File: src/rtl/param_reg_file_if.sv
// param_reg_file_if: bundles the register file's read, write and scoreboard
// signals so that ID/ALU/writeback (master) and the register file (slave)
// share one connection.
//   master: drives read/branch addresses, write ports A/B and mark_busy;
//           receives read data, busy bits and wr_collision.
//   slave : the register file side (directions mirrored).
// ADDR_WIDTH is derived from NUM_REGS and must not be overridden.
interface param_reg_file_if #(
  parameter int DATA_WIDTH = 32,
  parameter int NUM_REGS   = 8
);
  localparam int ADDR_WIDTH = $clog2(NUM_REGS);

  logic [ADDR_WIDTH-1:0] read_addr1;
  logic [ADDR_WIDTH-1:0] read_addr2;
  logic [ADDR_WIDTH-1:0] br_addr;
  logic [DATA_WIDTH-1:0] reg1_val;
  logic [DATA_WIDTH-1:0] reg2_val;
  logic [DATA_WIDTH-1:0] br_value;
  logic                  reg1_busy;
  logic                  reg2_busy;
  logic                  br_busy;
  logic                  wa_en;
  logic [ADDR_WIDTH-1:0] wa_addr;
  logic [DATA_WIDTH-1:0] wa_data;
  logic                  wb_en;
  logic [ADDR_WIDTH-1:0] wb_addr;
  logic [DATA_WIDTH-1:0] wb_data;
  logic                  mark_busy;
  logic [ADDR_WIDTH-1:0] mark_addr;
  logic                  wr_collision;

  modport master (
    output read_addr1, read_addr2, br_addr,
    output wa_en, wa_addr, wa_data,
    output wb_en, wb_addr, wb_data,
    output mark_busy, mark_addr,
    input  reg1_val, reg2_val, br_value,
    input  reg1_busy, reg2_busy, br_busy,
    input  wr_collision
  );

  modport slave (
    input  read_addr1, read_addr2, br_addr,
    input  wa_en, wa_addr, wa_data,
    input  wb_en, wb_addr, wb_data,
    input  mark_busy, mark_addr,
    output reg1_val, reg2_val, br_value,
    output reg1_busy, reg2_busy, br_busy,
    output wr_collision
  );
endinterface

File: src/rtl/param_reg_file.sv
// param_reg_file: general-purpose register file with two operand read ports,
// one branch-target read port, two write ports (A: ALU, B: ID/load
// writeback) and a per-register busy scoreboard for load stalls.
// Ports:
//   clk   - single clock, all state updates on posedge
//   reset - synchronous, active-high; clears registers, busy bits and
//           wr_collision; writes/marks in a reset cycle are ignored
//   rf    - param_reg_file_if.slave: read addresses/data/busy, write ports
//           A and B, mark_busy/mark_addr, wr_collision pulse
// Parameters: DATA_WIDTH, NUM_REGS (power of 2, >= 2), ZERO_REG (1: reg 0
// is hard-wired to 0 and never busy). ADDR_WIDTH is derived.
// Optional feature macro: REGFILE_BYPASS_EN -- reads forward same-cycle
// write data (port A over port B) and show busy=0 for a register being
// cleared by port B this cycle. Undefined: reads show stored state only.
module param_reg_file #(
  parameter int DATA_WIDTH = 32,
  parameter int NUM_REGS   = 8,
  parameter int ZERO_REG   = 0,
  localparam int ADDR_WIDTH = $clog2(NUM_REGS)
) (
  input logic              clk,
  input logic              reset,
  param_reg_file_if.slave  rf
);

  logic [DATA_WIDTH-1:0] regs [NUM_REGS];
  logic [NUM_REGS-1:0]   busy;
  logic                  wr_collision_q;

  logic wa_we;
  logic wb_we;
  logic mark_we;

  // Address 0 is untouchable when ZERO_REG is set.
  function automatic logic is_zero(input logic [ADDR_WIDTH-1:0] a);
    return (ZERO_REG != 0) && (a == '0);
  endfunction

  // Effective (non-dropped) write/mark requests.
  always_comb begin
    wa_we   = rf.wa_en     && !is_zero(rf.wa_addr);
    wb_we   = rf.wb_en     && !is_zero(rf.wb_addr);
    mark_we = rf.mark_busy && !is_zero(rf.mark_addr);
  end

  // Port B is written before port A so that A wins on a shared address;
  // likewise the busy clear precedes the set so that a new mark wins.
  always_ff @(posedge clk) begin
    if (reset) begin
      regs           <= '{default: '0};
      busy           <= '0;
      wr_collision_q <= 1'b0;
    end else begin
      if (wb_we) regs[rf.wb_addr] <= rf.wb_data;
      if (wa_we) regs[rf.wa_addr] <= rf.wa_data;
      if (wb_we)   busy[rf.wb_addr]   <= 1'b0;
      if (mark_we) busy[rf.mark_addr] <= 1'b1;
      wr_collision_q <= wa_we && wb_we && (rf.wa_addr == rf.wb_addr);
    end
  end

`ifdef REGFILE_BYPASS_EN
  // Forwarding only reflects writes that will actually land, so a reset
  // cycle forwards nothing.
  logic wa_fwd;
  logic wb_fwd;
  logic wb_clr;

  always_comb begin
    wa_fwd = wa_we && !reset;
    wb_fwd = wb_we && !reset;
    // A simultaneous mark of the same register keeps it busy.
    wb_clr = wb_fwd && !(mark_we && (rf.mark_addr == rf.wb_addr));
  end
`endif

  function automatic logic [DATA_WIDTH-1:0] read_data(
    input logic [ADDR_WIDTH-1:0] a
  );
    logic [DATA_WIDTH-1:0] d;
    d = regs[a];
`ifdef REGFILE_BYPASS_EN
    if (wa_fwd && (rf.wa_addr == a)) begin
      d = rf.wa_data;
    end else if (wb_fwd && (rf.wb_addr == a)) begin
      d = rf.wb_data;
    end
`endif
    if (is_zero(a)) d = '0;
    return d;
  endfunction

  function automatic logic read_busy(input logic [ADDR_WIDTH-1:0] a);
    logic b;
    b = busy[a];
`ifdef REGFILE_BYPASS_EN
    if (wb_clr && (rf.wb_addr == a)) b = 1'b0;
`endif
    if (is_zero(a)) b = 1'b0;
    return b;
  endfunction

  always_comb begin
    rf.reg1_val     = read_data(rf.read_addr1);
    rf.reg2_val     = read_data(rf.read_addr2);
    rf.br_value     = read_data(rf.br_addr);
    rf.reg1_busy    = read_busy(rf.read_addr1);
    rf.reg2_busy    = read_busy(rf.read_addr2);
    rf.br_busy      = read_busy(rf.br_addr);
    rf.wr_collision = wr_collision_q;
  end

endmodule

File: src/flat_wrapper.sv
// flat-port wrapper written by rule: the top's interface ports become plain ports
module param_reg_file_flat 
#(
  parameter int DATA_WIDTH = 32,
  parameter int NUM_REGS   = 8,
  parameter int ZERO_REG   = 0,
  localparam int ADDR_WIDTH = $clog2(NUM_REGS)
)
  (clk, reset, rf_read_addr1, rf_read_addr2, rf_br_addr, rf_wa_en, rf_wa_addr, rf_wa_data, rf_wb_en, rf_wb_addr, rf_wb_data, rf_mark_busy, rf_mark_addr, rf_reg1_val, rf_reg2_val, rf_br_value, rf_reg1_busy, rf_reg2_busy, rf_br_busy, rf_wr_collision);
  param_reg_file_if #(.DATA_WIDTH(DATA_WIDTH), .NUM_REGS(NUM_REGS)) rf_i ();
  input logic clk;
  input logic reset;
  input wire logic [$bits(rf_i.read_addr1)-1:0] rf_read_addr1;
  input wire logic [$bits(rf_i.read_addr2)-1:0] rf_read_addr2;
  input wire logic [$bits(rf_i.br_addr)-1:0] rf_br_addr;
  input wire logic [$bits(rf_i.wa_en)-1:0] rf_wa_en;
  input wire logic [$bits(rf_i.wa_addr)-1:0] rf_wa_addr;
  input wire logic [$bits(rf_i.wa_data)-1:0] rf_wa_data;
  input wire logic [$bits(rf_i.wb_en)-1:0] rf_wb_en;
  input wire logic [$bits(rf_i.wb_addr)-1:0] rf_wb_addr;
  input wire logic [$bits(rf_i.wb_data)-1:0] rf_wb_data;
  input wire logic [$bits(rf_i.mark_busy)-1:0] rf_mark_busy;
  input wire logic [$bits(rf_i.mark_addr)-1:0] rf_mark_addr;
  output wire logic [$bits(rf_i.reg1_val)-1:0] rf_reg1_val;
  output wire logic [$bits(rf_i.reg2_val)-1:0] rf_reg2_val;
  output wire logic [$bits(rf_i.br_value)-1:0] rf_br_value;
  output wire logic [$bits(rf_i.reg1_busy)-1:0] rf_reg1_busy;
  output wire logic [$bits(rf_i.reg2_busy)-1:0] rf_reg2_busy;
  output wire logic [$bits(rf_i.br_busy)-1:0] rf_br_busy;
  output wire logic [$bits(rf_i.wr_collision)-1:0] rf_wr_collision;
  assign rf_i.read_addr1 = rf_read_addr1;
  assign rf_i.read_addr2 = rf_read_addr2;
  assign rf_i.br_addr = rf_br_addr;
  assign rf_i.wa_en = rf_wa_en;
  assign rf_i.wa_addr = rf_wa_addr;
  assign rf_i.wa_data = rf_wa_data;
  assign rf_i.wb_en = rf_wb_en;
  assign rf_i.wb_addr = rf_wb_addr;
  assign rf_i.wb_data = rf_wb_data;
  assign rf_i.mark_busy = rf_mark_busy;
  assign rf_i.mark_addr = rf_mark_addr;
  assign rf_reg1_val = rf_i.reg1_val;
  assign rf_reg2_val = rf_i.reg2_val;
  assign rf_br_value = rf_i.br_value;
  assign rf_reg1_busy = rf_i.reg1_busy;
  assign rf_reg2_busy = rf_i.reg2_busy;
  assign rf_br_busy = rf_i.br_busy;
  assign rf_wr_collision = rf_i.wr_collision;
  param_reg_file #(.DATA_WIDTH(DATA_WIDTH), .NUM_REGS(NUM_REGS), .ZERO_REG(ZERO_REG)) u_core (.clk(clk), .reset(reset), .rf(rf_i));
endmodule
File: config.mk
export PLATFORM = sky130hd
export DESIGN_NAME = param_reg_file_flat
export DESIGN_NICKNAME = d
export VERILOG_FILES = /design/src/rtl/param_reg_file_if.sv /design/src/rtl/param_reg_file.sv /design/src/flat_wrapper.sv
export SDC_FILE = /design/constraint.sdc
export NUM_CORES = 1
export LEC_CHECK = 0
export BUFFER_PORTS_ARGS = -buffer_cell sky130_fd_sc_hd__buf_4
export CELL_PAD_IN_SITES_DETAIL_PLACEMENT = 1
export CELL_PAD_IN_SITES_GLOBAL_PLACEMENT = 2
export CORE_MARGIN = 1.5
export CORE_UTILIZATION = 35
export CTS_CLUSTER_SIZE = 40
export DETAILED_ROUTE_END_ITERATION = 6
export PLACE_DENSITY_LB_ADDON = 0.08
export SYNTH_ARGS = -nofsm -noshare
export SYNTH_HDL_FRONTEND = slang
export SYNTH_SLANG_ARGS = --single-unit
export TNS_END_PERCENT = 1
File: constraint.sdc
create_clock -name clk -period 3 [get_ports clk]
set_clock_uncertainty 0.05 [all_clocks]
set_input_delay 0.45 -clock clk [delete_from_list [all_inputs] [get_ports clk]]
set_output_delay 0.45 -clock clk [all_outputs]
set_load 0.01 [all_outputs]
==> flow_metrics.tcl <==
set metrics [dict create \
    ys_ff_latch 265 \
    synth_xor_area_share_pct 0.1450 \
    synth_area_leader_cell "dfxtp_1" \
    h-tree-depth 2 \
    wl_mm 76.46 \
    maxClockFrequency_ghz 0.3984 \
    cts_hold_buf 0 \
    power_mw 10.25 \
    p_leak_nw 7.335 \
    syn_area_per_cell_um2 9.515 \
    yosys.area_share.simple_pct 17.70 \
    cts_buffers 36 \
    synth_nets 1992 \
    swShare_pct 28.83 \
    antenna_found_initial 5 \
    seqPwrFrac_pct 37.8 \
    grt_first_pass_wirelength_mm 113.3 \
    dr.first_iter.drc_count 1249 \
    synth_area_leaders "dfxtp_1, mux4_2, a311oi_1, nand2_1, mux2_2" \
    crit_chain "buf_4, buf_12, mux4_2, mux2_2, buf_4" \
    drt_first_pass_iters 5 \
    drive_above_1_share_pct 33.30 \
    hold_viol 0 \
    ios 187 \
    yosysUniqueCellTypes 28 \
    pre_cts_ws_ns 0.4846 \
    yosys.area_share.adder_pct 0 \
    cp_common_cell "buf_4" \
    fin_crit_ns 2.510 \
    cts.sinks 265 \
    dieArea_um2 53160 \
    rows 83 \
    finalWorstSetupSlack_ns 0.4899 \
    clk_latency_ns 0.55 \
    min-delay-start "rf_mark_addr[0]" \
    ys_seq_area_share_pct 29.27 \
    cts_setup_buffers 0 \
    finalMaxSlewViolations 0 \
    die_x_um 230.6 \
    synth_top_area_share_pct 29.27 \
    die_y_um 230.6 \
    clockPowerShare_pct 45.0 \
    cp.arrival_ns 2.01 \
    syn2layout_area_growth_pct 15.78 \
    grt_max_degree 79 \
    io_buffers 186 \
    cts_resized 0 \
    slowest_delay_ns 0.57 \
    rr_startpoint "u_core.regs[127]" \
    max_cap_violations 0 \
    cts_tree "built" \
    end_kind "primary output" \
    p_comb_share_pct 17.1 \
    start_util_pct 35.40 \
    hpwl_mm 46.51 \
    ant_nets 0 \
    power-per-cell-area_nw_per_um2 488.3 \
    cp_max_fo 42 \
    final.setup.tns_ns 0 \
    grt_pass1_vias 17030 \
    final_nets 2006 \
    remaining_drc_errors 0 \
    synth_compound_area_share_pct 13.85 \
    r2r_cells 2 \
    setup_viol 0 \
    clkSlewWorstSetupHoldPaths_ns 0.06 \
    syn_inst 1905 \
    crit_type "input pin to primary output" \
    vias_per_cell 6.204 \
    p_switching_mw 2.955 \
    start_kind "input pin" \
    cts.path.max_buffers 3 \
    crit_slowest_cell "mux4_2" \
    yosys_warnings 0 \
    hold_depth 3 \
    synth_top_family_by_area "multiplexers" \
    critPathRequiredTime_ns 2.50 \
    relSlewSlack_pct 35.13 \
    tightest_slew_ns 0.9730 \
    post-route-period-util_pct 83.67 \
    synthMuxAreaShare_pct 30.75 \
    via_count 16300 \
    cts_root_buffer "clkbuf_16" \
    avgRoutedWirePerCell_um 29.10 \
    hold_path.class "input pin to register" \
    grt_use_total_pct 28.65 \
    synth.cell_area_um2 18130 \
    core_area_um2 51200 \
    critPathLaunch "rf_read_addr2[0]" \
    status "finished clean" \
    overflow 0 \
    gp_congestion 0.7838 \
    ir_drop_uv 294.7 \
    rsz0062_at_grt "false" \
    p_int_mw 7.294 \
]
[synthesized netlist by cell type (all sizes together)]
cell type  number
nor2          264
nand4           3
nand4b          7
xor2            2
nor4b           1
buf           169
a311oi        256
a32oi           4
and4            1
nand4bb         6
mux2           99
dfxtp         265
nor3            1
and4bb          3
a21oi           1
or4b            2
a22oi           3
and4b           3
nand2         513
clkbuf        100
nor2b           3
xnor2           1
mux4          198
[sequential cells by signal (all words and copies together) (netlist names)]
| register | count |
|---|---|
| u_core.regs | 256 |
| u_core.busy | 8 |
| u_core.rf.wr_collision | 1 |
[power groups by stage]
stage	clock (mW)	sequential [mW]	combinational (mW)
finish	4.62	3.88	1.75
global route	4.84	3.90	1.87
CTS	4.69	3.87	1.77
detailed placement	0	3.95	1.76
global placement	0	3.94	1.73
floorplan	0	3.88	1.16
[path summary, 6_finish.rpt]
check,to,slack (ns)
setup / recovery,rf_reg2_val[0],0.49
hold / removal,u_core.busy[7],0.15
setup reg to reg,u_core.regs[127],2.06
hold reg to reg,u_core.busy[7],0.43
[cell usage in the layout, fill, tap and decap left out, types with 2 or more instances in the layout]
cell         n
inv_6        2
clkinv_2     6
buf_12      29
and4bb_2     3
mux4_2     198
a311oi_2    33
clkbuf_16   37
mux2_2      99
nand4b_1     7
a22oi_1      3
xor2_1       2
dfxtp_1    265
bufinv_16    4
nand2_1    513
clkbuf_8     8
nand4_1      3
and4b_2      3
nand4bb_2    3
nor2b_1      3
a32oi_1      4
clkbuf_1     8
buf_4      215
a311oi_1   223
nor2_1     264
nand4bb_4    3
[critical path: cells and delay by family]
family                 cells  cell delay, ns
buffers and inverters      3            0.62
multiplexers               2            0.89
[cell type report]
type                       count  area (um^2)
tap                          680        850.8
sequential                   265         5305
fill                        5655        30210
clock buffer                  52         1052
multi-input combinational   1371        11390
timing repair buffer         245         2208
clock inverter                13        175.2
antenna                        1        2.502
[per-stage QoR]
stage	std cells	hold WS [ns]	util, %	cell area [um^2]
after CTS	2626	0.1266	40.99	20980
after global routing	2627	0.1566	40.99	20990
after floorplan	1905	0.4028	-	18130
final	2627	0.1460	40.99	20990
after detailed placement	2561	0.4313	38.59	19760
after global placement	2561	0.4249	38.59	19760
[logic make-up (layout without fill, tap and decap cells)]
group,after synthesis,count (layout)
AND/OR/NAND/NOR,807,807
buffers and inverters,269,310
other,0,1
flip-flops,265,265
multiplexers,297,297
XOR/XNOR,3,3
AO/OA/AOI/OAI,264,264
[routing by layer]
metal | GRT usage (%) | vias up | part of all wire [%] | wire [um]
li1 | - | 7080 | - | -
met1 | 37.94 | 8522 | 43 | 33010
met2 | 47.63 | 537 | 48 | 36640
met3 | 4.125 | 152 | 5.6 | 4307
met4 | 10.25 | 8 | 3.2 | 2452
met5 | 0 | - | 0.065 | 50
(Power assumes the default switching activity.)
